<file path="src/rtl/stepper_cmd_queue.sv">
// stepper_cmd_queue: buffers stepper motion commands and releases one at a time, gated on motor_en
// completion plus a settle dwell. Define STEPPER_CMDQ_FLUSH_EN to enable abort/flush via wr_data[31].
module stepper_cmd_queue #(
  parameter int DEPTH         = 8,
  parameter int START_TIMEOUT = 16,
  parameter int DWELL_CYCLES  = 1000000
) (
  input  logic                     CLK100MHZ,
  input  logic                     reset,
  input  logic                     wr_en,
  input  logic [31:0]              wr_data,
  input  logic                     motor_en,
  output logic [31:0]              data_out,
  output logic                     new_data,
  output logic                     fifo_full,
  output logic                     fifo_empty,
  output logic [$clog2(DEPTH):0]   queue_count,
  output logic                     busy,
  output logic                     overflow
);

  localparam int AW   = $clog2(DEPTH);
  localparam int CW   = AW + 1;
  localparam int TMAX = (DWELL_CYCLES > START_TIMEOUT) ? DWELL_CYCLES : START_TIMEOUT;
  localparam int TW   = $clog2(TMAX) + 1;
  localparam logic [TW-1:0] START_LAST = TW'(START_TIMEOUT - 1);
  // A zero dwell collapses to a single SETTLE cycle, matching the "no dwell" behaviour.
  localparam logic [TW-1:0] DWELL_LAST = (DWELL_CYCLES == 0) ? '0 : TW'(DWELL_CYCLES - 1);

  typedef enum logic [1:0] {IDLE, WAIT_START, WAIT_DONE, SETTLE} state_t;

  state_t          state, state_nx;
  logic [TW-1:0]   timer, timer_nx;
  logic [31:0]     data_nx;
  logic            new_data_nx;
  logic            pop, push, abort;
  logic [31:0]     mem [DEPTH];
  logic [AW-1:0]   wr_ptr, rd_ptr;
  logic [CW-1:0]   count;

`ifdef STEPPER_CMDQ_FLUSH_EN
  assign abort = wr_en && wr_data[31];
`else
  assign abort = 1'b0;
`endif

  assign fifo_full   = (count == CW'(DEPTH));
  assign fifo_empty  = (count == '0);
  assign queue_count = count;
  assign busy        = (state != IDLE);
  // Full is judged on the pre-edge count, so a same-cycle pop never makes room.
  assign push        = wr_en && !fifo_full && !abort;

  always_comb begin
    state_nx    = state;
    timer_nx    = timer;
    data_nx     = data_out;
    new_data_nx = 1'b0;
    pop         = 1'b0;
    if (abort) begin
      state_nx    = WAIT_START;
      timer_nx    = '0;
      data_nx     = wr_data;
      new_data_nx = 1'b1;
    end else begin
      case (state)
        IDLE: begin
          if (!fifo_empty) begin
            data_nx     = mem[rd_ptr];
            new_data_nx = 1'b1;
            pop         = 1'b1;
            timer_nx    = '0;
            state_nx    = WAIT_START;
          end
        end
        WAIT_START: begin
          if (motor_en) begin
            state_nx = WAIT_DONE;
          end else if (timer == START_LAST) begin
            state_nx = SETTLE;
            timer_nx = '0;
          end else begin
            timer_nx = timer + TW'(1);
          end
        end
        WAIT_DONE: begin
          if (!motor_en) begin
            state_nx = SETTLE;
            timer_nx = '0;
          end
        end
        SETTLE: begin
          if (timer == DWELL_LAST) state_nx = IDLE;
          else                     timer_nx = timer + TW'(1);
        end
        default: state_nx = IDLE;
      endcase
    end
  end

  always_ff @(posedge CLK100MHZ or posedge reset) begin
    if (reset) begin
      state    <= IDLE;
      timer    <= '0;
      data_out <= '0;
      new_data <= 1'b0;
    end else begin
      state    <= state_nx;
      timer    <= timer_nx;
      data_out <= data_nx;
      new_data <= new_data_nx;
    end
  end

  always_ff @(posedge CLK100MHZ or posedge reset) begin
    if (reset) begin
      wr_ptr   <= '0;
      rd_ptr   <= '0;
      count    <= '0;
      overflow <= 1'b0;
    end else if (abort) begin
      wr_ptr <= '0;
      rd_ptr <= '0;
      count  <= '0;
    end else begin
      if (push) wr_ptr <= wr_ptr + AW'(1);
      if (pop)  rd_ptr <= rd_ptr + AW'(1);
      if (push && !pop)      count <= count + CW'(1);
      else if (pop && !push) count <= count - CW'(1);
      if (wr_en && fifo_full) overflow <= 1'b1;
    end
  end

  // Storage needs no reset; only entries below count are ever read.
  always_ff @(posedge CLK100MHZ) begin
    if (push) mem[wr_ptr] <= wr_data;
  end

endmodule

</file>
<file path="config.mk">
export PLATFORM = sky130hd
export DESIGN_NAME = stepper_cmd_queue
export DESIGN_NICKNAME = d
export VERILOG_FILES = /design/src/rtl/stepper_cmd_queue.sv
export SDC_FILE = /design/constraint.sdc
export NUM_CORES = 1
export LEC_CHECK = 0
export CORE_ASPECT_RATIO = 0.6
export CORE_MARGIN = 8
export CORE_UTILIZATION = 25
export DETAILED_ROUTE_END_ITERATION = 12
export PLACE_DENSITY = 0.52
export SLEW_MARGIN = 25
export SYNTH_ARGS = -nofsm -noshare
export SYNTH_HDL_FRONTEND = slang
export SYNTH_SLANG_ARGS = --single-unit
</file>
<file path="constraint.sdc">
create_clock -name CLK100MHZ -period 3.7 [get_ports CLK100MHZ]
set_input_delay 0.555 -clock CLK100MHZ [delete_from_list [all_inputs] [get_ports CLK100MHZ]]
set_output_delay 0.555 -clock CLK100MHZ [all_outputs]
set_load 0.05 [all_outputs]
</file>
==> reports/metrics.cfg, run 1 <==
[placement]
place_congestion = 0.732
port_buffers = 76
dp_hpwl_um = 17900

[critical_path]
end_kind = output port
cp.required_ns = 3.14
path_class = register to output port
setup.reg_to_reg.worst_slack_ns = 1.08
cp_max_fo = 6
cp-start-kind = register
critical_path_arrival_ns = 2.57

[synthesis]
synth_warnings = 0
ys_seq_area_share_pct = 73.5
netlist_area_um2 = 12700
synth_edf_count = 256
synth.distinct_cells = 52
synth_nets = 753
synth_seq_cells = 323
synthCells = 705
synth_flop_cell = edfxtp_1
async_flop_share_pct = 20.7
syn_area_per_cell_um2 = 18.1

[cts]
cts_made_buffers = 35
path_clk_slew_ns = 0.06
clock_latency_ns = 0.54
clock-sinks = 323
htree_levels = 2
ctsLongestPathBuffers = 3
post_cts_buffers = 0
cts_tree = built
cts-root-buf = clkbuf_16
hold_buffers = 0
cts.repair.resized = 0

[final_layout]
layout_common_cells = edfxtp_1 (256), clkdlybuf4s50_1 (76), mux4_2 (64), dfrtp_1 (64), nand2_1 (55)
final_nets = 857
final_common_cell = edfxtp_1
drive_gt1_share_pct = 18.9
syn_to_final_growth_pct = 23.1
ff_latch_area_um2 = 9370
nFillCells = 4988
antennaDiodeCount = 0
multi_input_area_um2 = 3260

[power_and_ir_drop]
ir_drop_mv = 0.331
leakagePower_nw = 5.28
power.density_nw_per_um2 = 819

[global_route]
track_usage_pct = 9.75
met1_usage_pct = 14.4
use_met3_pct = 2.49
busiest_layer = met1
grt_pass1_vias = 6727
grt_max_degree = 68
grt_first_pass_wirelength_um = 43400
antenna_found_initial = 1
grt_util_met2_pct = 14.0
grt-ovfl-total = 0

[outcome]
status = completed

[timing]
fmaxAchievable_mhz = 320
tns_ns = 0
tightest_slew_ns = 0.934
whs_ns = 0.430
skew_ns = 0.0263
rsz0062_at_grt = no
post-route-period-util_pct = 84.6
min_period_ns = 3.13
hold_viol = 0
finalMaxSlewViolations = 0
relSlewSlack_pct = 37.7
setup_viol = 0

[drt]
dr.pass1.iters = 5
drtIter0Drc = 492
drc = 0
vias_per_cell = 4.28
drt-total-wl_um = 28400
vias = 6547
wl_per_cell_um = 18.6
detail-route-antenna-nets = 0

[min_path]
hold_path.class = primary input to async pin

[floorplanning]
die_width_um = 307
die_h_um = 191
initial_core_util_pct = 25.2
core_um2 = 50600
row_count = 64
die_area_um2 = 58700
ioPinCount = 77

[job]
maxCapViolations = 0

==> logic make-up after synthesis <==
| kind of cell | synth area share (%) |
|---|---|
| AOI/OAI and AO/OA | 3.84 |
| xor gates and xnor gates | 0.550 |
| adders and majority gates | 1.24 |
| buffers and inverters | 1.50 |
| DFF | 73.5 |
| muxes | 14.3 |
| and+or+nand+nor | 5.09 |
==> synth_stat cells, types with 3 or more instances <==
cell type	instances	area (um2)
nor4_1	3	18.8
nand4_1	6	37.5
mux2i_1	34	340
a21o_1	4	30.0
buf_2	12	60.1
dfrtp_1	67	1680
clkbuf_1	12	45.0
nor3_1	6	30.0
nand2_1	56	210
xnor2_1	6	52.6
o21ai_0	23	115
and3_1	3	18.8
or4_1	4	30.0
and4_1	3	26.3
edfxtp_1	256	7690
o311ai_1	4	35.0
o31ai_1	3	22.5
mux4_2	64	1440
nand3_1	13	65.1
buf_1	7	26.3
or3_1	8	50.1
a21oi_1	5	25.0
o21ai_1	28	140
inv_1	11	41.3
nand2b_1	4	25.0
nor2_1	21	78.8
ha_1	11	138
==> area by class of cell <==
class                      count  area share (%)
sequential                   323            59.8
multi-input combinational    337            20.8
timing repair buffer          99            6.35
clock buffer                  42            5.76
tap                          693            5.53
clock inverter                21            1.43
inverter                      13           0.319
==> report_power, final <==
part           leakage (nW)  internal, mW  total (mW)  switching [mW]
Sequential             3.17          4.65        5.19           0.539
Clock                 0.541          1.98        3.43            1.45
Combinational          1.57          1.75        4.22            2.47
Total                  5.28          8.38        12.8            4.46
==> flip-flops by register name, indices dropped and copies added, names as in the netlist <==
signal,flops
rd_ptr,3
new_data,1
wr_ptr,3
state,2
data_out,32
overflow,1
timer,21
mem,256
queue_count,4
==> layer usage <==
| layer | share of wire (%) | routed length [um] |
|---|---|---|
| met2 | 43 | 12200 |
| met1 | 49 | 14100 |
| met3 | 5.7 | 1620 |
| met5 | 0.032 | 9 |
| met4 | 1.9 | 551 |
==> worst paths after layout <==
| path | from | end | cells after the start |
|---|---|---|---|
| min in group CLK100MHZ | overflow | overflow | 1 |
| max in group asynchronous | reset | rd_ptr[1] | 3 |
| max | queue_count[0] | fifo_empty | 3 |
| min reg2reg | overflow | overflow | 1 |
| max reg2reg | queue_count[0] | queue_count[3] | 10 |
| min | reset | queue_count[3] | 2 |
==> through the flow <==
stage | power, mW | cell area (um2) | worst slack [ns] | utilization (%) | std cells
2_1_floorplan | 8.07 | 12800 | 0.342 | - | 705
3_3_place_gp | 9.59 | 14500 | 0.896 | 28.7 | 1465
3_5_place_dp | 9.62 | 14500 | 0.936 | 28.7 | 1465
4_1_cts | 13.1 | 15700 | 0.527 | 31.0 | 1528
5_1_grt | 13.5 | 15700 | 0.485 | 31.0 | 1528
6_report | 12.8 | 15700 | 0.570 | 31.0 | 1528
==> critical path, cell delays in order (launching register included) <==
cell and delay, ns:
dfrtp_1 0.47, or4_1 0.66, inv_2 0.11, clkdlybuf4s50_1 0.80
No activity file was read; power rests on OpenSTA's default activity.
==> run 2: changes to the inputs <==
PLACE_DENSITY = 0.5   (was 0.52)
clock period = 3.1 ns   (was 3.7 ns; I/O delays follow)
==> reports/metrics.cfg, run 2 (synthesis results as in run 1) <==
[outcome]
status = completed

[final_layout]
antennaDiodeCount = 0  ; unchanged
drive_gt1_share_pct = 19.4  ; +0.51 points
syn_to_final_growth_pct = 23.5
final_nets = 860  ; +0.35%
fin_cells = 1532  ; +0.26%
nFillCells = 4958  ; -0.60%
top_register = mem
reg_top3 = mem x256, data_out x32, timer x21
final_common_cell = edfxtp_1
layout_common_cells = edfxtp_1 (256), clkdlybuf4s50_1 (75), mux4_2 (64), dfrtp_1 (64), nand2_1 (55)
largest_reg_flops = 256  ; unchanged

[cts]
ctsLongestPathBuffers = 3  ; unchanged
cts_made_buffers = 35  ; unchanged
post_cts_buffers = 0  ; unchanged
cts_tree = built
path_clk_slew_ns = 0.06  ; about the same
clock-sinks = 323  ; unchanged
clock_latency_ns = 0.52  ; -0.02 ns
htree_levels = 2  ; unchanged
cts-root-buf = clkbuf_16
hold_buffers = 0  ; unchanged

[critical_path]
cp.required_ns = 2.63  ; -0.51 ns
end_kind = output port
critical_path_arrival_ns = 2.23  ; -0.34 ns
reg2reg_to = queue_count[3]
max_stage_delay_ns = 0.80  ; about the same
path_cells = inv_1, ha_1, inv_1, clkdlybuf4s50_1
cpMaxStageDelayCell = clkdlybuf4s50_1
regToRegStartpoint = queue_count[0]
worstRegToRegCells = 10  ; unchanged
path_class = register to output port
setup.reg_to_reg.worst_slack_ns = 0.49  ; -0.59 ns
cp_max_fo = 6  ; unchanged
cp-start-kind = register
cpMostUsedCell = inv_1

[power_and_ir_drop]
switching_share_pct = 34.3  ; -0.45 points
clkPwrFrac_pct = 26.1  ; -0.6 points
ir_drop_mv = 0.378  ; +14%
power.density_nw_per_um2 = 967  ; +18%
internal-power_mw = 10.0  ; +19%
leakagePower_nw = 5.33  ; +1.0%
p_comb_share_pct = 33.0  ; about the same
power.switching_mw = 5.21  ; +17%
pwr-share-seq_pct = 40.9  ; +0.5 points

[timing]
setup_viol = 0  ; unchanged
fmaxAchievable_mhz = 371
relSlewSlack_pct = 37.1  ; -0.66 points
post-route-period-util_pct = 87.0
tightest_slew_ns = 0.944  ; +0.00986 ns
finalMaxSlewViolations = 0  ; unchanged
skew_ns = 0.0164  ; -0.00982 ns
rsz0062_at_grt = no
min_period_ns = 2.70
hold_viol = 0  ; unchanged
tns_ns = 0  ; unchanged
fin_ws_ns = 0.402  ; -0.168 ns

[floorplanning]
initial_core_util_pct = 25.2  ; unchanged
ioPinCount = 77  ; unchanged
die_width_um = 307  ; unchanged
die_h_um = 191  ; unchanged
die_area_um2 = 58700  ; unchanged
row_count = 64  ; unchanged
core_um2 = 50600  ; unchanged

[placement]
port_buffers = 76  ; unchanged
dpl_worst_slack_ns = 0.451  ; -0.485 ns
dp.cells = 1468  ; +0.20%
place_congestion = 0.744  ; +1.7%
dp_hpwl_um = 17000  ; -5.1%

[drt]
drc = 0  ; unchanged
drtIter0Drc = 379  ; -23%
dr.pass1.iters = 4  ; -1
detail-route-antenna-nets = 0  ; unchanged
vias_per_cell = 4.26  ; -0.64%
drt-total-wl_um = 27800  ; -2.3%
vias = 6522  ; -0.38%
wl_per_cell_um = 18.1  ; -2.6%

[global_route]
grt_pass1_vias = 6806  ; +1.2%
antenna_found_initial = 1  ; unchanged
track_usage_pct = 9.35  ; -0.40 points
grt_max_degree = 68  ; unchanged
grt-ovfl-total = 0  ; unchanged
grt_first_pass_wirelength_um = 42300  ; -2.5%

[min_path]
hold_path.class = primary input to async pin

[job]
maxCapViolations = 0  ; unchanged

## run 2: layout make-up
cell class | instances | area, um2 | area share, %
multi-input combinational | 337 | 3270 | 20.8
timing repair buffer | 102 | 1070 | 6.81
sequential | 323 | 9370 | 59.6
tap | 693 | 867 | 5.51
inverter | 13 | 50.0 | 0.318
clock inverter | 15 | 119 | 0.756
clock buffer | 49 | 980 | 6.23
## run 2: repair_timing
item                       4_1_cts  5_1_grt
setup endpoints to repair        0        1
gates resized for setup          0        1
hold endpoints to repair         0        0
## run 2: through the flow
step / hold WS (ns) / utilization, % / instance area (um2) / total power, mW
3_5_place_dp: 0.445 / 28.9 / 14600 / 11.5
4_1_cts: 0.200 / 31.1 / 15700 / 15.5
6_report: 0.210 / 31.1 / 15700 / 15.2
5_1_grt: 0.212 / 31.1 / 15700 / 16.1
3_3_place_gp: 0.444 / 28.9 / 14600 / 11.5
2_1_floorplan: 0.474 / - / 12800 / 9.64
## run 2: worst max-delay path: cells and delay by family, from the launching register on
kind / cells / cell delay [ns]
flip-flops: 1 / 0.43
buffers and inverters: 3 / 1.00
adder cells (fa/ha/maj): 1 / 0.28
## run 2: power by group through the flow
stage | logic [mW] | clock network, mW | registers, mW
global route | 5.47 | 4.28 | 6.35
finish | 5.02 | 3.97 | 6.23
floorplan | 2.88 | 0 | 6.76
global placement | 5.13 | 0 | 6.33
detailed placement | 5.14 | 0 | 6.35
CTS | 5.15 | 4.10 | 6.27
## run 2: worst max path at each step
stage | start | endpoint | slack [ns] | cells past startpoint
CTS | queue_count[0] | fifo_empty | 0.008 | 3
global route | state[0] | busy | 0.28 | 4
floorplan | queue_count[0] | mem[6][0] | -0.19 | 5
global placement | queue_count[0] | queue_count[3] | 0.47 | 10
finish | state[0] | busy | 0.40 | 4
detailed placement | queue_count[0] | queue_count[3] | 0.45 | 10
## run 2: per-layer routing
layer | share of wire (%) | global-route usage, %
met1 | 49 | 13.2
met2 | 45 | 14.4
met3 | 4.6 | 2.36
met4 | 1.3 | 2.24
met5 | 0.043 | 0
